--- src/rtl/puzzle_pkg.sv ---
// puzzle_pkg: shared definitions for the slide-puzzle datapath.
// Holds decoder direction codes, board geometry, the solved board constant,
// the controller FSM states and the target-cell/legality helper used by both
// the shuffle and play paths of puzzle_board_ctrl.
package puzzle_pkg;

   localparam int CELL_W  = 4;
   localparam int N_CELLS = 9;

   localparam logic [2:0] DIR_NONE  = 3'd0;
   localparam logic [2:0] DIR_UP    = 3'd1;
   localparam logic [2:0] DIR_DOWN  = 3'd2;
   localparam logic [2:0] DIR_LEFT  = 3'd3;
   localparam logic [2:0] DIR_RIGHT = 3'd4;

   // Cells 0-7 hold tiles 1-8, cell 8 holds the blank (tile 0).
   localparam logic [N_CELLS*CELL_W-1:0] SOLVED_BOARD = 36'h087654321;

   typedef enum logic [2:0] {
      S_IDLE,
      S_SHUFFLE,
      S_PLAY,
      S_CHECK,
      S_WON
   } state_e;

   // Returns {legal, target_cell}. The tile moves in the arrow direction into
   // the blank, so the blank itself moves the opposite way.
   function automatic logic [4:0] cell_target(input logic [3:0] blank,
                                              input logic [2:0] dir);
      logic       legal;
      logic [3:0] tgt;
      legal = 1'b0;
      tgt   = blank;
      case (dir)
         DIR_UP:    if (blank < 4'd6)  begin legal = 1'b1; tgt = blank + 4'd3; end
         DIR_DOWN:  if (blank >= 4'd3) begin legal = 1'b1; tgt = blank - 4'd3; end
         DIR_LEFT:  if (blank != 4'd2 && blank != 4'd5 && blank != 4'd8) begin
                       legal = 1'b1; tgt = blank + 4'd1;
                    end
         DIR_RIGHT: if (blank != 4'd0 && blank != 4'd3 && blank != 4'd6) begin
                       legal = 1'b1; tgt = blank - 4'd1;
                    end
         default:   ;
      endcase
      return {legal, tgt};
   endfunction

endpackage

--- src/rtl/puzzle_board_ctrl_if.sv ---
// puzzle_board_ctrl_if: key-event inputs and board outputs of the puzzle
// controller.
//   direction/move/start : from the keyboard decoder (master drives)
//   board/blank_pos/move_count/board_changed/busy/solved : to the renderer
interface puzzle_board_ctrl_if;
   import puzzle_pkg::*;

   logic [2:0]                  direction;
   logic                        move;
   logic                        start;
   logic [N_CELLS*CELL_W-1:0]   board;
   logic [3:0]                  blank_pos;
   logic [15:0]                 move_count;
   logic                        board_changed;
   logic                        busy;
   logic                        solved;

   modport master (output direction, move, start,
                   input  board, blank_pos, move_count, board_changed, busy, solved);
   modport slave  (input  direction, move, start,
                   output board, blank_pos, move_count, board_changed, busy, solved);
endinterface

--- src/rtl/puzzle_lfsr16.sv ---
// puzzle_lfsr16: free-running Fibonacci LFSR, x^16+x^14+x^13+x^11+1.
//   CLOCK_50 : clock
//   resetn   : async active-low reset, loads SEED (must be nonzero)
//   lfsr_o   : current 16-bit state
module puzzle_lfsr16 #(
   parameter logic [15:0] SEED = 16'hACE1
) (
   input  logic        CLOCK_50,
   input  logic        resetn,
   output logic [15:0] lfsr_o
);
   logic [15:0] lfsr_q;
   logic        fb;

   // Right-shifting form: taps 16,14,13,11 land on bits 0,2,3,5.
   assign fb = lfsr_q[0] ^ lfsr_q[2] ^ lfsr_q[3] ^ lfsr_q[5];

   always_ff @(posedge CLOCK_50 or negedge resetn) begin
      if (!resetn) lfsr_q <= SEED;
      else         lfsr_q <= {fb, lfsr_q[15:1]};
   end

   assign lfsr_o = lfsr_q;
endmodule

--- src/rtl/puzzle_board_ctrl.sv ---
// puzzle_board_ctrl: 3x3 slide-puzzle game logic.
//   CLOCK_50 : clock;  resetn : async active-low reset
//   bus      : slave side of puzzle_board_ctrl_if (key levels in, board out)
// Start rising edge shuffles with SHUFFLE_STEPS random legal-or-dropped
// moves; each move falling edge in play applies one legal slide; a win is
// flagged one cycle after the solving move.
module puzzle_board_ctrl
   import puzzle_pkg::*;
#(
   parameter int          SHUFFLE_STEPS = 64,
   parameter logic [15:0] LFSR_SEED     = 16'hACE1
) (
   input  logic                CLOCK_50,
   input  logic                resetn,
   puzzle_board_ctrl_if.slave  bus
);
   localparam int CNT_W = (SHUFFLE_STEPS > 1) ? $clog2(SHUFFLE_STEPS) : 1;
   localparam logic [CNT_W-1:0] LAST_STEP = CNT_W'(SHUFFLE_STEPS - 1);

   state_e                             state_q, state_d;
   logic [N_CELLS-1:0][CELL_W-1:0]     board_q, board_d;
   logic [3:0]                         blank_q, blank_d;
   logic [15:0]                        mc_q, mc_d;
   logic [CNT_W-1:0]                   step_q, step_d;
   logic                               chg_q, chg_d;
   logic                               move_q, start_q;

   logic [15:0] lfsr;
   logic        start_ev, move_ev;
   logic        swap_en;
   logic [3:0]  swap_tgt;
   logic [4:0]  shuf_t, play_t;

   puzzle_lfsr16 #(.SEED(LFSR_SEED)) u_lfsr (
      .CLOCK_50 (CLOCK_50),
      .resetn   (resetn),
      .lfsr_o   (lfsr)
   );

   // Decoder holds the arrow code through key release, so act on the
   // falling edge of move.
   assign start_ev = bus.start & ~start_q;
   assign move_ev  = move_q & ~bus.move;

   // lfsr[1:0] = 00..11 maps onto codes up..right.
   assign shuf_t = cell_target(blank_q, {1'b0, lfsr[1:0]} + 3'd1);
   assign play_t = cell_target(blank_q, bus.direction);

   always_comb begin
      state_d  = state_q;
      board_d  = board_q;
      blank_d  = blank_q;
      mc_d     = mc_q;
      step_d   = step_q;
      swap_en  = 1'b0;
      swap_tgt = blank_q;

      if (start_ev) begin
         // Start wins over everything, including a shuffle in progress.
         state_d = S_SHUFFLE;
         step_d  = '0;
      end else begin
         case (state_q)
            S_SHUFFLE: begin
               if (SHUFFLE_STEPS == 0) begin
                  state_d = S_PLAY;
                  mc_d    = '0;
               end else begin
                  swap_en  = shuf_t[4];
                  swap_tgt = shuf_t[3:0];
                  if (step_q == LAST_STEP) begin
                     state_d = S_PLAY;
                     mc_d    = '0;
                  end else begin
                     step_d = step_q + CNT_W'(1);
                  end
               end
            end
            S_PLAY: begin
               if (move_ev && play_t[4]) begin
                  swap_en  = 1'b1;
                  swap_tgt = play_t[3:0];
                  if (mc_q != 16'hFFFF) mc_d = mc_q + 16'd1;
                  state_d  = S_CHECK;
               end
            end
            S_CHECK: state_d = (board_q == SOLVED_BOARD) ? S_WON : S_PLAY;
            default: ;  // S_IDLE / S_WON: board frozen until start
         endcase
      end

      if (swap_en) begin
         board_d[blank_q]  = board_q[swap_tgt];
         board_d[swap_tgt] = '0;
         blank_d           = swap_tgt;
      end
      chg_d = swap_en;
   end

   always_ff @(posedge CLOCK_50 or negedge resetn) begin
      if (!resetn) begin
         state_q <= S_IDLE;
         board_q <= SOLVED_BOARD;
         blank_q <= 4'd8;
         mc_q    <= '0;
         step_q  <= '0;
         chg_q   <= 1'b0;
         move_q  <= 1'b0;
         start_q <= 1'b0;
      end else begin
         state_q <= state_d;
         board_q <= board_d;
         blank_q <= blank_d;
         mc_q    <= mc_d;
         step_q  <= step_d;
         chg_q   <= chg_d;
         move_q  <= bus.move;
         start_q <= bus.start;
      end
   end

   assign bus.board         = board_q;
   assign bus.blank_pos     = blank_q;
   assign bus.move_count    = mc_q;
   assign bus.board_changed = chg_q;
   assign bus.busy          = (state_q == S_SHUFFLE);
   assign bus.solved        = (state_q == S_WON);
endmodule

--- src/flat_wrapper.sv ---
// flat-port wrapper written by rule: the top's interface ports become plain ports
module puzzle_board_ctrl_flat import puzzle_pkg::*;
#(
   parameter int          SHUFFLE_STEPS = 64,
   parameter logic [15:0] LFSR_SEED     = 16'hACE1
)
  (CLOCK_50, resetn, bus_direction, bus_move, bus_start, bus_board, bus_blank_pos, bus_move_count, bus_board_changed, bus_busy, bus_solved);
  puzzle_board_ctrl_if bus_i ();
  input  logic CLOCK_50;
  input  logic resetn;
  input wire logic [$bits(bus_i.direction)-1:0] bus_direction;
  input wire logic [$bits(bus_i.move)-1:0] bus_move;
  input wire logic [$bits(bus_i.start)-1:0] bus_start;
  output wire logic [$bits(bus_i.board)-1:0] bus_board;
  output wire logic [$bits(bus_i.blank_pos)-1:0] bus_blank_pos;
  output wire logic [$bits(bus_i.move_count)-1:0] bus_move_count;
  output wire logic [$bits(bus_i.board_changed)-1:0] bus_board_changed;
  output wire logic [$bits(bus_i.busy)-1:0] bus_busy;
  output wire logic [$bits(bus_i.solved)-1:0] bus_solved;
  assign bus_i.direction = bus_direction;
  assign bus_i.move = bus_move;
  assign bus_i.start = bus_start;
  assign bus_board = bus_i.board;
  assign bus_blank_pos = bus_i.blank_pos;
  assign bus_move_count = bus_i.move_count;
  assign bus_board_changed = bus_i.board_changed;
  assign bus_busy = bus_i.busy;
  assign bus_solved = bus_i.solved;
  puzzle_board_ctrl #(.SHUFFLE_STEPS(SHUFFLE_STEPS), .LFSR_SEED(LFSR_SEED)) u_core (.CLOCK_50(CLOCK_50), .resetn(resetn), .bus(bus_i));
endmodule
--- config.mk ---
export PLATFORM = sky130hd
export DESIGN_NAME = puzzle_board_ctrl_flat
export DESIGN_NICKNAME = d
export VERILOG_FILES = /design/src/rtl/puzzle_pkg.sv /design/src/rtl/puzzle_board_ctrl_if.sv /design/src/rtl/puzzle_lfsr16.sv /design/src/rtl/puzzle_board_ctrl.sv /design/src/flat_wrapper.sv
export SDC_FILE = /design/constraint.sdc
export NUM_CORES = 1
export LEC_CHECK = 0
export CORE_MARGIN = 4
export CORE_UTILIZATION = 30
export CTS_BUF_LIST = sky130_fd_sc_hd__clkbuf_4
export DETAILED_ROUTE_END_ITERATION = 10
export PLACE_DENSITY = 0.55
export SETUP_SLACK_MARGIN = 0.3
export SLEW_MARGIN = 20
export SYNTH_ARGS = -nofsm -noshare
export SYNTH_HDL_FRONTEND = slang
export SYNTH_SLANG_ARGS = --single-unit
--- constraint.sdc ---
create_clock -name CLOCK_50 -period 4.3 [get_ports CLOCK_50]
set_input_delay 0.86 -clock CLOCK_50 [delete_from_list [all_inputs] [get_ports CLOCK_50]]
set_output_delay 0.86 -clock CLOCK_50 [all_outputs]
set_load 0.01 [all_outputs]
==> results_tabular.tex <==
\begin{tabular}{lr}
\hline
Metric & Value \\
\hline
\multicolumn{2}{l}{\textbf{Outcome}} \\
Outcome & completed \\
\multicolumn{2}{l}{\textbf{Synthesis}} \\
Cells after Synth & between 500 and 600 \\
Post-synth EDFFs & 0 \\
Post-Syn Area & approximately 5300 um\^{}2 \\
Top post-synthesis cells by area & dfrtp\_1 29\%, dfstp\_2 11\%, a22o\_1 4.3\% \\
Async set-reset flop share out of synthesis & 1.000 \\
Post-synth top area cell & dfrtp\_1 \\
Top-area cell type share of the netlist area & 0.2947 \\
Most frequent cell after synthesis & dfrtp\_1 \\
Distinct cell type count of the synthesized netlist & 95 \\
Total of warnings raised by yosys & 0 \\
Per-instance average area after synthesis & 9.712 um\^{}2 \\
Number of flip-flops and latches in the synthesized netlist & 84 \\
Syn\_nets & about 560 \\
Synth Flop Type & dfrtp\_1 \\
Sequential share of the synthesized area & 0.4046 \\
Top cell types by occurrence after synthesis & 62 x dfrtp\_1, 58 x nand2\_1, 47 x nor2\_1 \\
\multicolumn{2}{l}{\textbf{Final layout}} \\
Finished Core Util & 0.3698 \\
Final layout net count & 632 \\
Synthesis-to-layout area growth & 21.08\% \\
Design Area, Final & $\sim$6400 um\^{}2 \\
Layout cell share with drive strength beyond 1 & 0.1862 \\
Fillers & roughly 1,700 \\
\multicolumn{2}{l}{\textbf{Global route}} \\
Number of antenna violations at the first check in global routing & 1 \\
Via count of the first global-routing pass & $\sim$4,600 \\
Largest net degree at the start of global routing & 85 \\
Global-route usage over all layers & 0.1667 \\
First-pass GRT wire length & 26,430 um \\
Residual overflow from global routing & 0 \\
\multicolumn{2}{l}{\textbf{Setup path}} \\
Worst-case reg-to-reg path depth & 15 \\
Critical Path Start Type & primary input \\
Crit-path leading delay family & compound AO/OA/AOI/OAI gates \\
Sort of element at the end of the critical path & flop \\
Endpoint arrival time on the critical path & 4.25 ns \\
Crit path required time & 4.63 ns \\
Crit path buffers/inverters & 2 \\
Ordered cell list for the critical path & clkdlybuf4s50\_1, or3b\_4, o32a\_1, a311o\_1, and2\_4, o21a\_4, inv\_6, mux2i\_1, o22ai\_2, a221o\_2, a22o\_1 \\
WS Path Type & primary input to flop \\
Critical path's slowest cell & clkdlybuf4s50\_1 \\
CP Max Fanout & 9 \\
Critical path depth in cells & 11 \\
Crit path largest cell delay & about 0.62 ns \\
\multicolumn{2}{l}{\textbf{CTS}} \\
Total number of clock tree sinks & 84 \\
Number of instances resized during post-cts repair & 0 \\
Number of buffers on the longest clock path & 2 \\
CTS tree & yes \\
Post-CTS Setup Bufs & 0 \\
Clock transition at the registers of the reported paths & 0.13 ns \\
Clock buffers created by TritonCTS & 9 \\
Hold-fix buffers at CTS & 0 \\
Root buffer selected by CTS & clkbuf\_4 \\
CTS H-Tree Depth & 3 \\
Skew-Pair Late Insertion Delay & around 0.44 ns \\
\multicolumn{2}{l}{\textbf{Routing}} \\
Final antenna-violating net count & 0 \\
Number of remaining DRC errors & 0 \\
First-pass iteration count of the detailed router & 5 \\
Routed wire per std cell & about 19 um \\
Starting DRC count in detailed routing & 362 \\
Vias per std cell & 5.486 \\
Post-detailed-routing wire length & 16,220 um \\
Via count of the routed design & around 4,700 \\
\multicolumn{2}{l}{\textbf{Placed design}} \\
Placement Cell Area & just over 6000 um\^{}2 \\
Post-place setup slack & -0.1277 ns \\
Final estimated routing congestion in global placement & about 0.93 \\
HPWL after DPL & 11,990 um \\
Port-buffer cells & between 60 and 70 \\
\multicolumn{2}{l}{\textbf{Timing}} \\
Slew HR & 0.4657 \\
Max Clock Skew & 0.02215 ns \\
Pins Over Slew Limit & 0 \\
Max Freq & between 200 and 300 MHz \\
Worst-Margin Slew & between 0.7 and 0.8 ns \\
Setup repair after global routing missed its margin & no \\
Crit path setup slack, layout & 0.3834 ns \\
Final critical-path share of the clock period & 0.9108 \\
Setup Viol. Count Final & 0 \\
Final min period & 3.917 ns \\
Final-report hold violation count & 0 \\
\multicolumn{2}{l}{\textbf{Job}} \\
Maximum capacitance violations & 0 \\
\multicolumn{2}{l}{\textbf{Floorplan}} \\
Placeable core region & approximately 17,000 um\^{}2 \\
Die boundary height & $\sim$140 um \\
Number of top-level pins & between 60 and 70 \\
Number of cell rows & 48 \\
Width of the chip & around 140 um \\
Starting Density & 0.3054 \\
Overall die area & approximately 20,000 um\^{}2 \\
\multicolumn{2}{l}{\textbf{Hold path}} \\
Hold crit path type & flop to flop \\
Instance count along the most critical hold path & 0 \\
\multicolumn{2}{l}{\textbf{Pwr}} \\
Highest ir drop seen on vdd & 0.1687 mV \\
Power per unit of standard cell area & roughly 430 nW/um\^{}2 \\
Static power due to leakage & 2.507 nW \\
\hline
\end{tabular}
layer usage:
layer | vias to the layer above | wire [um] | GRT usage
li1 | 2178 | - | -
met1 | 2329 | 7673 | 0.2408
met2 | 126 | 7599 | 0.2593
met3 | 25 | 644 | 0.02253
met4 | 0 | 303 | 0.05150
met5 | - | 0 | 0
state kept, by name (all words and copies together) (netlist names):
name and cells:
u_core.step_q 6, u_core.state_q 3, u_core.bus.move_count 16, u_core.bus.board_changed 1, u_core.start_q 1, u_core.move_q 1
u_core.bus.board 36, u_core.bus.blank_pos 4, u_core.u_lfsr.lfsr_o 16
final cells by class:
class,instances,area [um^2],share of cell area
diodes,1,2.502,0.0003926
clock buffers,9,67.56,0.01060
repair buffers,96,889.6,0.1396
inverters,15,61.31,0.009619
multi-input cells,412,2865,0.4495
flip-flops and latches,84,2130,0.3341
well taps,225,281.5,0.04417
clock inverters,7,76.32,0.01197
final timing paths:
path / endpoint / from / slack [ns]
max in group asynchronous: u_core.bus.move_count[14]$_DFFE_PN0P_ / resetn / 3.32
worst min register to register: u_core.u_lfsr.lfsr_o[10]$_DFF_PN1_ / u_core.u_lfsr.lfsr_o[11]$_DFF_PN1_ / 0.37
worst min-delay path: u_core.u_lfsr.lfsr_o[10]$_DFF_PN1_ / u_core.u_lfsr.lfsr_o[11]$_DFF_PN1_ / 0.37
worst max register to register: u_core.bus.board[17]$_DFFE_PN0P_ / u_core.bus.blank_pos[0]$_DFFE_PN0P_ / 0.40
worst max-delay path: u_core.bus.board[17]$_DFFE_PN0P_ / bus_direction[2] / 0.38
min in group asynchronous: u_core.bus.board[28]$_DFFE_PN0P_ / resetn / 0.44
power breakdown:
part	total, mW	switching (mW)	internal [mW]
clock	0.463	0.282	0.181
combinational	1.38	0.839	0.541
sequential	0.912	0.0820	0.830
metrics by stage:
| step | setup TNS (ns) | cells | hold WS, ns | total power [mW] |
|---|---|---|---|---|
| 2_1_floorplan | 0 | 542 | 0.3312 | 1.906 |
| 3_3_place_gp | -0.6457 | 832 | 0.3388 | 2.267 |
| 3_5_place_dp | -2.512 | 832 | 0.3418 | 2.267 |
| 4_1_cts | 0 | 848 | 0.3683 | 2.743 |
| 5_1_grt | 0 | 849 | 0.3726 | 2.950 |
| 6_report | 0 | 849 | 0.3657 | 2.755 |
cell families (layout without fill, tap and decap cells):
group / Yosys count / count (layout) / synth area share
adders and majority gates: 7 / 7 / 0.01664
other: 0 / 1 / 0
buffers and inverters: 46 / 127 / 0.05705
AOI/OAI and AO/OA: 164 / 164 / 0.2434
DFF: 84 / 84 / 0.4046
xor gates and xnor gates: 20 / 20 / 0.03328
and+or+nand+nor: 205 / 205 / 0.2137
muxes: 16 / 16 / 0.03137
cells in the final DEF, fill, tap and decap left out, types with 6 or more instances in the layout:
| cell | instances |
|---|---|
| clkdlybuf4s50_1 | 62 |
| dfrtp_1 | 62 |
| nand2_1 | 58 |
| nor2_1 | 47 |
| buf_4 | 31 |
| a22o_1 | 26 |
| o21ai_0 | 25 |
| dfstp_2 | 22 |
| a21oi_1 | 20 |
| mux2i_1 | 14 |
| inv_1 | 13 |
| xor2_1 | 13 |
| nand3_1 | 12 |
| nand2b_1 | 9 |
| clkbuf_4 | 9 |
| nor3_1 | 8 |
| a32o_1 | 8 |
| xnor2_1 | 7 |
| o31ai_1 | 7 |
| nand4_1 | 7 |
| and3_1 | 6 |
(Power assumes the default switching activity.)
